[config.mk]
export PLATFORM = sky130hd
export DESIGN_NAME = dn_write_arbiter_flat
export DESIGN_NICKNAME = d
export VERILOG_FILES = /design/src/rtl/trs80_pkg.sv /design/src/rtl/dn_write_arbiter_if.sv /design/src/rtl/wr_hold_reg.sv /design/src/rtl/dn_write_arbiter.sv /design/src/flat_wrapper.sv
export SDC_FILE = /design/constraint.sdc
export NUM_CORES = 1
export LEC_CHECK = 0
export ABC_AREA = 1
export BUFFER_PORTS_ARGS = -buffer_cell sky130_fd_sc_hd__buf_2
export CORE_UTILIZATION = 50
export DETAILED_ROUTE_END_ITERATION = 16
export GPL_TIMING_DRIVEN = 0
export PLACE_DENSITY_LB_ADDON = 0.3
export SYNTH_ARGS = -nofsm -noshare
export SYNTH_HDL_FRONTEND = slang
export SYNTH_SLANG_ARGS = --single-unit
[constraint.sdc]
create_clock -name clk_sys -period 1.7 [get_ports clk_sys]
set_input_delay 0 -clock clk_sys [delete_from_list [all_inputs] [get_ports clk_sys]]
set_output_delay 0 -clock clk_sys [all_outputs]
set_load 0.01 [all_outputs]
[src/rtl/trs80_pkg.sv]
// Shared TRS-80 download types: arbiter state, buffered write request
// and the ioctl file index that carries the cassette image.
package trs80_pkg;

    typedef enum logic [1:0] {
        IDLE,
        SETUP,
        STROBE,
        HOLD
    } arb_state_t;

    typedef struct packed {
        logic [23:0] addr;
        logic [7:0]  data;
    } wr_req_t;

    localparam logic [7:0] CAS_INDEX = 8'd1;

endpackage

[src/rtl/dn_write_arbiter_if.sv]
// Download write bus: loader and ioctl requesters in, RAM write port out.
// master = requester/CPU side, slave = arbiter side.
interface dn_write_arbiter_if;
    logic        ldr_go;
    logic        ldr_wr;
    logic [15:0] ldr_addr;
    logic [7:0]  ldr_data;
    logic        ldr_wait;
    logic        io_go;
    logic [7:0]  io_index;
    logic        io_wr;
    logic [15:0] io_addr;
    logic [7:0]  io_data;
    logic        io_wait;
    logic        cpu_busy;
    logic        dn_go;
    logic        dn_wr;
    logic [23:0] dn_addr;
    logic [7:0]  dn_data;
    logic        ovf;

    modport master (
        output ldr_go, ldr_wr, ldr_addr, ldr_data,
        output io_go, io_index, io_wr, io_addr, io_data,
        output cpu_busy,
        input  ldr_wait, io_wait,
        input  dn_go, dn_wr, dn_addr, dn_data, ovf
    );

    modport slave (
        input  ldr_go, ldr_wr, ldr_addr, ldr_data,
        input  io_go, io_index, io_wr, io_addr, io_data,
        input  cpu_busy,
        output ldr_wait, io_wait,
        output dn_go, dn_wr, dn_addr, dn_data, ovf
    );
endinterface

[src/rtl/wr_hold_reg.sv]
// One-entry write holding register: wr_i captures req_i when empty (or
// being freed), free_i empties it; a strobe into a full entry sets ovf_o.
module wr_hold_reg
    import trs80_pkg::*;
(
    input  logic    clk_i,
    input  logic    rst_ni,
    input  logic    wr_i,
    input  wr_req_t req_i,
    input  logic    free_i,
    output logic    full_o,
    output wr_req_t req_o,
    output logic    ovf_o
);

    logic    full_q, full_d;
    logic    ovf_q, ovf_d;
    wr_req_t req_q, req_d;
    logic    room;
    logic    cap;

    // An entry leaving this cycle frees room for a same-cycle capture.
    always_comb begin
        room   = !full_q || free_i;
        cap    = wr_i && room;
        full_d = cap || (full_q && !free_i);
        req_d  = cap ? req_i : req_q;
        ovf_d  = ovf_q || (wr_i && !room);
    end

    always_ff @(posedge clk_i or negedge rst_ni) begin
        if (!rst_ni) begin
            full_q <= 1'b0;
            ovf_q  <= 1'b0;
            req_q  <= '0;
        end else begin
            full_q <= full_d;
            ovf_q  <= ovf_d;
            req_q  <= req_d;
        end
    end

    assign full_o = full_q;
    assign req_o  = req_q;
    assign ovf_o  = ovf_q;

endmodule

[src/rtl/dn_write_arbiter.sv]
// Shares the TRS-80 RAM download port between the CMD loader and the
// ioctl stream; writes are issued only while the CPU leaves RAM free.
// Ports: clk_sys, reset_n (async, active low), bus (slave modport).
module dn_write_arbiter
    import trs80_pkg::*;
#(
    parameter int STARVE_LIM = 4,
    parameter int WR_HOLD    = 2
) (
    input  logic                clk_sys,
    input  logic                reset_n,
    dn_write_arbiter_if.slave   bus
);

    localparam int SW = $clog2(STARVE_LIM + 1);

    arb_state_t    state_q, state_d;
    logic          gnt_io_q, gnt_io_d;
    logic [SW-1:0] starve_q, starve_d;
    logic [2:0]    hold_q, hold_d;
    wr_req_t       out_q, out_d;
    logic          go_q, go_d;

    logic    ldr_full, io_full;
    logic    ldr_ovf, io_ovf;
    wr_req_t ldr_req, io_req;
    wr_req_t ldr_in, io_in;
    logic    io_wr_ok;
    logic    free_ldr, free_io;
    logic    pick_io;
    logic    strobe;

    assign ldr_in   = '{addr: {8'h00, bus.ldr_addr}, data: bus.ldr_data};
    assign io_in    = '{addr: {7'b0, |bus.io_index, bus.io_addr},
                        data: bus.io_data};
    assign io_wr_ok = bus.io_wr && bus.io_go;

    wr_hold_reg u_ldr (
        .clk_i  (clk_sys),
        .rst_ni (reset_n),
        .wr_i   (bus.ldr_wr),
        .req_i  (ldr_in),
        .free_i (free_ldr),
        .full_o (ldr_full),
        .req_o  (ldr_req),
        .ovf_o  (ldr_ovf)
    );

    wr_hold_reg u_io (
        .clk_i  (clk_sys),
        .rst_ni (reset_n),
        .wr_i   (io_wr_ok),
        .req_i  (io_in),
        .free_i (free_io),
        .full_o (io_full),
        .req_o  (io_req),
        .ovf_o  (io_ovf)
    );

    always_ff @(posedge clk_sys or negedge reset_n) begin
        if (!reset_n) begin
            state_q <= IDLE;
        end else begin
            state_q <= state_d;
        end
    end

    always_comb begin
        state_d = state_q;
        unique case (state_q)
            IDLE:   if (ldr_full || io_full) state_d = SETUP;
            SETUP:  if (!bus.cpu_busy) state_d = STROBE;
            STROBE: state_d = (WR_HOLD == 0) ? IDLE : HOLD;
            HOLD:   if (hold_q == 3'(WR_HOLD - 1)) state_d = IDLE;
            default: state_d = IDLE;
        endcase
    end

    // Loader wins unless io has already waited out STARVE_LIM grants.
    always_comb begin
        strobe   = (state_q == STROBE);
        pick_io  = io_full &&
                   (!ldr_full || starve_q == SW'(STARVE_LIM));
        free_ldr = strobe && !gnt_io_q;
        free_io  = strobe && gnt_io_q;
        bus.dn_wr    = strobe;
        bus.dn_addr  = out_q.addr;
        bus.dn_data  = out_q.data;
        bus.dn_go    = go_q;
        bus.ldr_wait = ldr_full;
        bus.io_wait  = io_full;
        bus.ovf      = ldr_ovf || io_ovf;
    end

    always_comb begin
        gnt_io_d = gnt_io_q;
        out_d    = out_q;
        starve_d = starve_q;
        hold_d   = hold_q;
        if (state_q == IDLE && (ldr_full || io_full)) begin
            gnt_io_d = pick_io;
            out_d    = pick_io ? io_req : ldr_req;
            if (pick_io) begin
                starve_d = '0;
            end else if (io_full) begin
                starve_d = starve_q + SW'(1);
            end
        end
        if (!io_full) starve_d = '0;
        if (state_q == STROBE) begin
            hold_d = '0;
        end else if (state_q == HOLD) begin
            hold_d = hold_q + 3'd1;
        end
        go_d = bus.ldr_go || ldr_full || io_full ||
               (bus.io_go && bus.io_index == CAS_INDEX);
    end

    always_ff @(posedge clk_sys or negedge reset_n) begin
        if (!reset_n) begin
            gnt_io_q <= 1'b0;
            out_q    <= '0;
            starve_q <= '0;
            hold_q   <= '0;
            go_q     <= 1'b0;
        end else begin
            gnt_io_q <= gnt_io_d;
            out_q    <= out_d;
            starve_q <= starve_d;
            hold_q   <= hold_d;
            go_q     <= go_d;
        end
    end

endmodule

[src/flat_wrapper.sv]
// flat-port wrapper written by rule: the top's interface ports become plain ports
module dn_write_arbiter_flat import trs80_pkg::*;
#(
    parameter int STARVE_LIM = 4,
    parameter int WR_HOLD    = 2
)
  (clk_sys, reset_n, bus_ldr_go, bus_ldr_wr, bus_ldr_addr, bus_ldr_data, bus_io_go, bus_io_index, bus_io_wr, bus_io_addr, bus_io_data, bus_cpu_busy, bus_ldr_wait, bus_io_wait, bus_dn_go, bus_dn_wr, bus_dn_addr, bus_dn_data, bus_ovf);
  dn_write_arbiter_if bus_i ();
  input  logic clk_sys;
  input  logic reset_n;
  input wire logic [$bits(bus_i.ldr_go)-1:0] bus_ldr_go;
  input wire logic [$bits(bus_i.ldr_wr)-1:0] bus_ldr_wr;
  input wire logic [$bits(bus_i.ldr_addr)-1:0] bus_ldr_addr;
  input wire logic [$bits(bus_i.ldr_data)-1:0] bus_ldr_data;
  input wire logic [$bits(bus_i.io_go)-1:0] bus_io_go;
  input wire logic [$bits(bus_i.io_index)-1:0] bus_io_index;
  input wire logic [$bits(bus_i.io_wr)-1:0] bus_io_wr;
  input wire logic [$bits(bus_i.io_addr)-1:0] bus_io_addr;
  input wire logic [$bits(bus_i.io_data)-1:0] bus_io_data;
  input wire logic [$bits(bus_i.cpu_busy)-1:0] bus_cpu_busy;
  output wire logic [$bits(bus_i.ldr_wait)-1:0] bus_ldr_wait;
  output wire logic [$bits(bus_i.io_wait)-1:0] bus_io_wait;
  output wire logic [$bits(bus_i.dn_go)-1:0] bus_dn_go;
  output wire logic [$bits(bus_i.dn_wr)-1:0] bus_dn_wr;
  output wire logic [$bits(bus_i.dn_addr)-1:0] bus_dn_addr;
  output wire logic [$bits(bus_i.dn_data)-1:0] bus_dn_data;
  output wire logic [$bits(bus_i.ovf)-1:0] bus_ovf;
  assign bus_i.ldr_go = bus_ldr_go;
  assign bus_i.ldr_wr = bus_ldr_wr;
  assign bus_i.ldr_addr = bus_ldr_addr;
  assign bus_i.ldr_data = bus_ldr_data;
  assign bus_i.io_go = bus_io_go;
  assign bus_i.io_index = bus_io_index;
  assign bus_i.io_wr = bus_io_wr;
  assign bus_i.io_addr = bus_io_addr;
  assign bus_i.io_data = bus_io_data;
  assign bus_i.cpu_busy = bus_cpu_busy;
  assign bus_ldr_wait = bus_i.ldr_wait;
  assign bus_io_wait = bus_i.io_wait;
  assign bus_dn_go = bus_i.dn_go;
  assign bus_dn_wr = bus_i.dn_wr;
  assign bus_dn_addr = bus_i.dn_addr;
  assign bus_dn_data = bus_i.dn_data;
  assign bus_ovf = bus_i.ovf;
  dn_write_arbiter #(.STARVE_LIM(STARVE_LIM), .WR_HOLD(WR_HOLD)) u_core (.clk_sys(clk_sys), .reset_n(reset_n), .bus(bus_i));
endmodule
==> run metrics <==
CTS clock-pin slew for the worst setup and hold paths ~0.1 ns; Slew HR 62.50%; Netlist cell types 24; Highest Clock Rate approximately 630 MHz; die span in x roughly 93 um; P_leak 3.068 nW; register area share after synthesis a little over half; Cells after Synth approximately 500; Clock Path Buffers 2; count leader, synth nand2_1; Crit Path Class reg2reg; Worst path max stage delay 0.44 ns; number of buffers created by CTS 9; # nets final 744; CP Cell Sequence inv_1 -> ha_1 -> inv_1 -> nor2_8 -> inv_4 -> buf_4 -> nand2_1 -> nand2_1; Hold Path Class in2async; vias in the first global route 3907; GR Overflow Total 0; Seq cells post-synth 88; Clock power frac between 10% and 20%; Mean Syn Cell Area 8.307 um^2; pre-CTS setup slack ~0.016 ns; DR WL/cell between 10 and 15 um; Final HPWL DP slightly below 7 mm; Slowest-stage cell, CP dfrtp_1; initial antenna violation count 0; setup violators final 0; detailed-route via count slightly below 4000; CP Capture Type flip-flop; Crit Path Max Fanout 10; Worst Path Required slightly below 2 ns; Comb pwr share about 46%; top cells by count, synth nand2_1 (167), dfrtp_1 (88), nand3_1 (77); htree depth 3; Synth area leader dfrtp_1; placer's final routability congestion estimate 0.8755; sw frac 41.97%; core area between 7000 and 8000 um^2; PortBufs between 90 and 100; via/cell ratio about 5; Area growth syn-to-layout 37.38%; Final min period around 1.6 ns; row count 32; Least-Margin Pin Slew 0.5625 ns; full die area 8607 um^2; Power, Total about 9.5 mW; total number of yosys warnings 0; Final ANT Viol Nets 0; drt first pass iters 4; I/O pin cnt 100; WL final between 10 and 15 mm; root buffer cell clkbuf_8; crit share post-route between 90% and 100%; top cells by area, synth dfrtp_1 (53%), nand2_1 (15%), nand3_1 (9.4%); number of enable flip-flop cells after synthesis 0; status finished, final reports clean; Die H approximately 90 um; ant diodes 0; TritonCTS Sinks between 80 and 90; Final Slew Violations 0; Net Switching roughly 4 mW; pin count of the biggest net entering global routing 47; clock skew roughly 0.015 ns; Int Power 5.510 mW; peak supply drop roughly 0.0010 V; setup TNS 0 ns; CTS tree built; asr flop ratio synth 100.0%; post-route DRC violation count 0; Initial Utilization a little over half; top-area cell type share of the netlist area 53.45%; Mapped Area just over 4000 um^2; Flop pwr share 37.4%; clk_lat worst skew around 0.36 ns; layout cells sized above 1 between 20 and 25%; First DRT Iteration DRCs ~240; first-pass GRT wire length between 15 and 20 mm; Post-synth top flop dfrtp_1; setup ws final 0.1136 ns; Worst Path Arrival roughly 1.8 ns; CP startpoint kind flip-flop; PwrDens between 1500 and 2000 nW/um^2; final hold vios 0; Max-Cap Viols 0; GRT Total Usage 27.15%
## critical path: cells and delay by family, from the launching register on
family	cells	cell delay, ns
adders and majority gates	1	0.19
and+or+nand+nor	3	0.32
DFF	1	0.44
buffers and inverters	4	0.52
## per-layer routing
metal	up-vias	routed length [um]	global-route usage (%)
li1	1897	-	-
met1	1839	4765	34.64
met2	140	5459	47.12
met3	27	556	3.448
met4	0	304	10.13
met5	-	0	0
## state kept, by name (all words and copies together), names as in the netlist
| signal | flops |
|---|---|
| u_core.u_ldr.ovf_o | 1 |
| u_core.starve_q | 3 |
| u_core.u_io.req_o | 25 |
| u_core.u_ldr.full_o | 1 |
| u_core.gnt_io_q | 1 |
| u_core.bus.dn_data | 8 |
| u_core.u_io.full_o | 1 |
| u_core.state_q | 2 |
| u_core.u_io.ovf_o | 1 |
| u_core.bus.dn_addr | 17 |
| u_core.bus.dn_go | 1 |
| u_core.hold_q | 3 |
| u_core.u_ldr.req_o | 24 |
## through the flow
step	area, um^2	cells	hold WS (ns)	utilization, %
6_report	5660	779	0.1605	72.13
3_5_place_dp	4756	696	0.03038	60.60
2_1_floorplan	4143	502	-0.2956	-
3_3_place_gp	4726	695	0.2040	60.22
4_1_cts	5597	775	0.1839	71.32
5_1_grt	5660	779	0.2287	72.13
## cell families after synthesis
group,Yosys count,share of synthesized area (%)
buf+inv,95,10.72
fa+ha+maj,9,2.733
flops,88,53.45
other cells,1,0.09101
compound gates,41,5.588
simple gates,262,27.42
## final cells by class
cell class | instances | area [um^2]
flip-flops and latches | 88 | 2202
fillers | 612 | 2187
multi-input cells | 319 | 1514
repair buffers | 159 | 1146
inverters | 63 | 239.0
plain buffers | 32 | 221.5
clock buffers | 10 | 137.6
well taps | 102 | 127.6
clock inverters | 6 | 72.57
## worst paths after layout
check / endpoint / startpoint / depth (start not counted) / slack (ns)
setup / recovery: u_core.bus.dn_data[7]$_DFFE_PN0P_ / u_core.state_q[1]$_DFFE_PN0P_ / 8 / 0.11
hold / removal: u_core.u_io.req_o[19]$_DFFE_PN0P_ / reset_n / 2 / 0.16
setup reg to reg: u_core.bus.dn_data[7]$_DFFE_PN0P_ / u_core.state_q[1]$_DFFE_PN0P_ / 8 / 0.11
hold reg to reg: u_core.u_ldr.ovf_o$_DFF_PN0_ / u_core.u_ldr.ovf_o$_DFF_PN0_ / 2 / 0.47
max in group asynchronous: u_core.state_q[1]$_DFFE_PN0P_ / reset_n / 3 / 0.91
min in group clk_sys: u_core.u_io.req_o[17]$_DFFE_PN0P_ / bus_io_addr[9] / 4 / 0.38
## cells in the final DEF, fill, tap and decap left out, drive strengths merged
cell type,instances
nand2,171
buf,118
dfrtp,88
nand3,77
inv,66
dlygate4sd3,63
o21ai,33
clkbuf,20
ha,9
conb,7
nor2,7
a21oi,6
nand4,5
o22ai,2
nor3,1
or2,1
clkinv,1
bufinv,1
clkinvlp,1
## repair_timing
action / 4_1_cts / 5_1_grt
setup endpoints to repair: 0 / 51
buffers inserted: 0 / 4
hold buffers: 63 / 0
endpoints found under the hold margin: 96 / 0
resized for setup: 0 / 14
## power by group through the flow
stage / registers (mW) / logic (mW) / clock network (mW)
finish: 3.55 / 4.41 / 1.54
global route: 3.64 / 5.00 / 1.62
CTS: 3.53 / 4.21 / 1.55
detailed placement: 3.57 / 4.07 / 0
global placement: 3.53 / 3.94 / 0
floorplan: 3.62 / 2.74 / 0
Power figures use the tool's default switching activity.
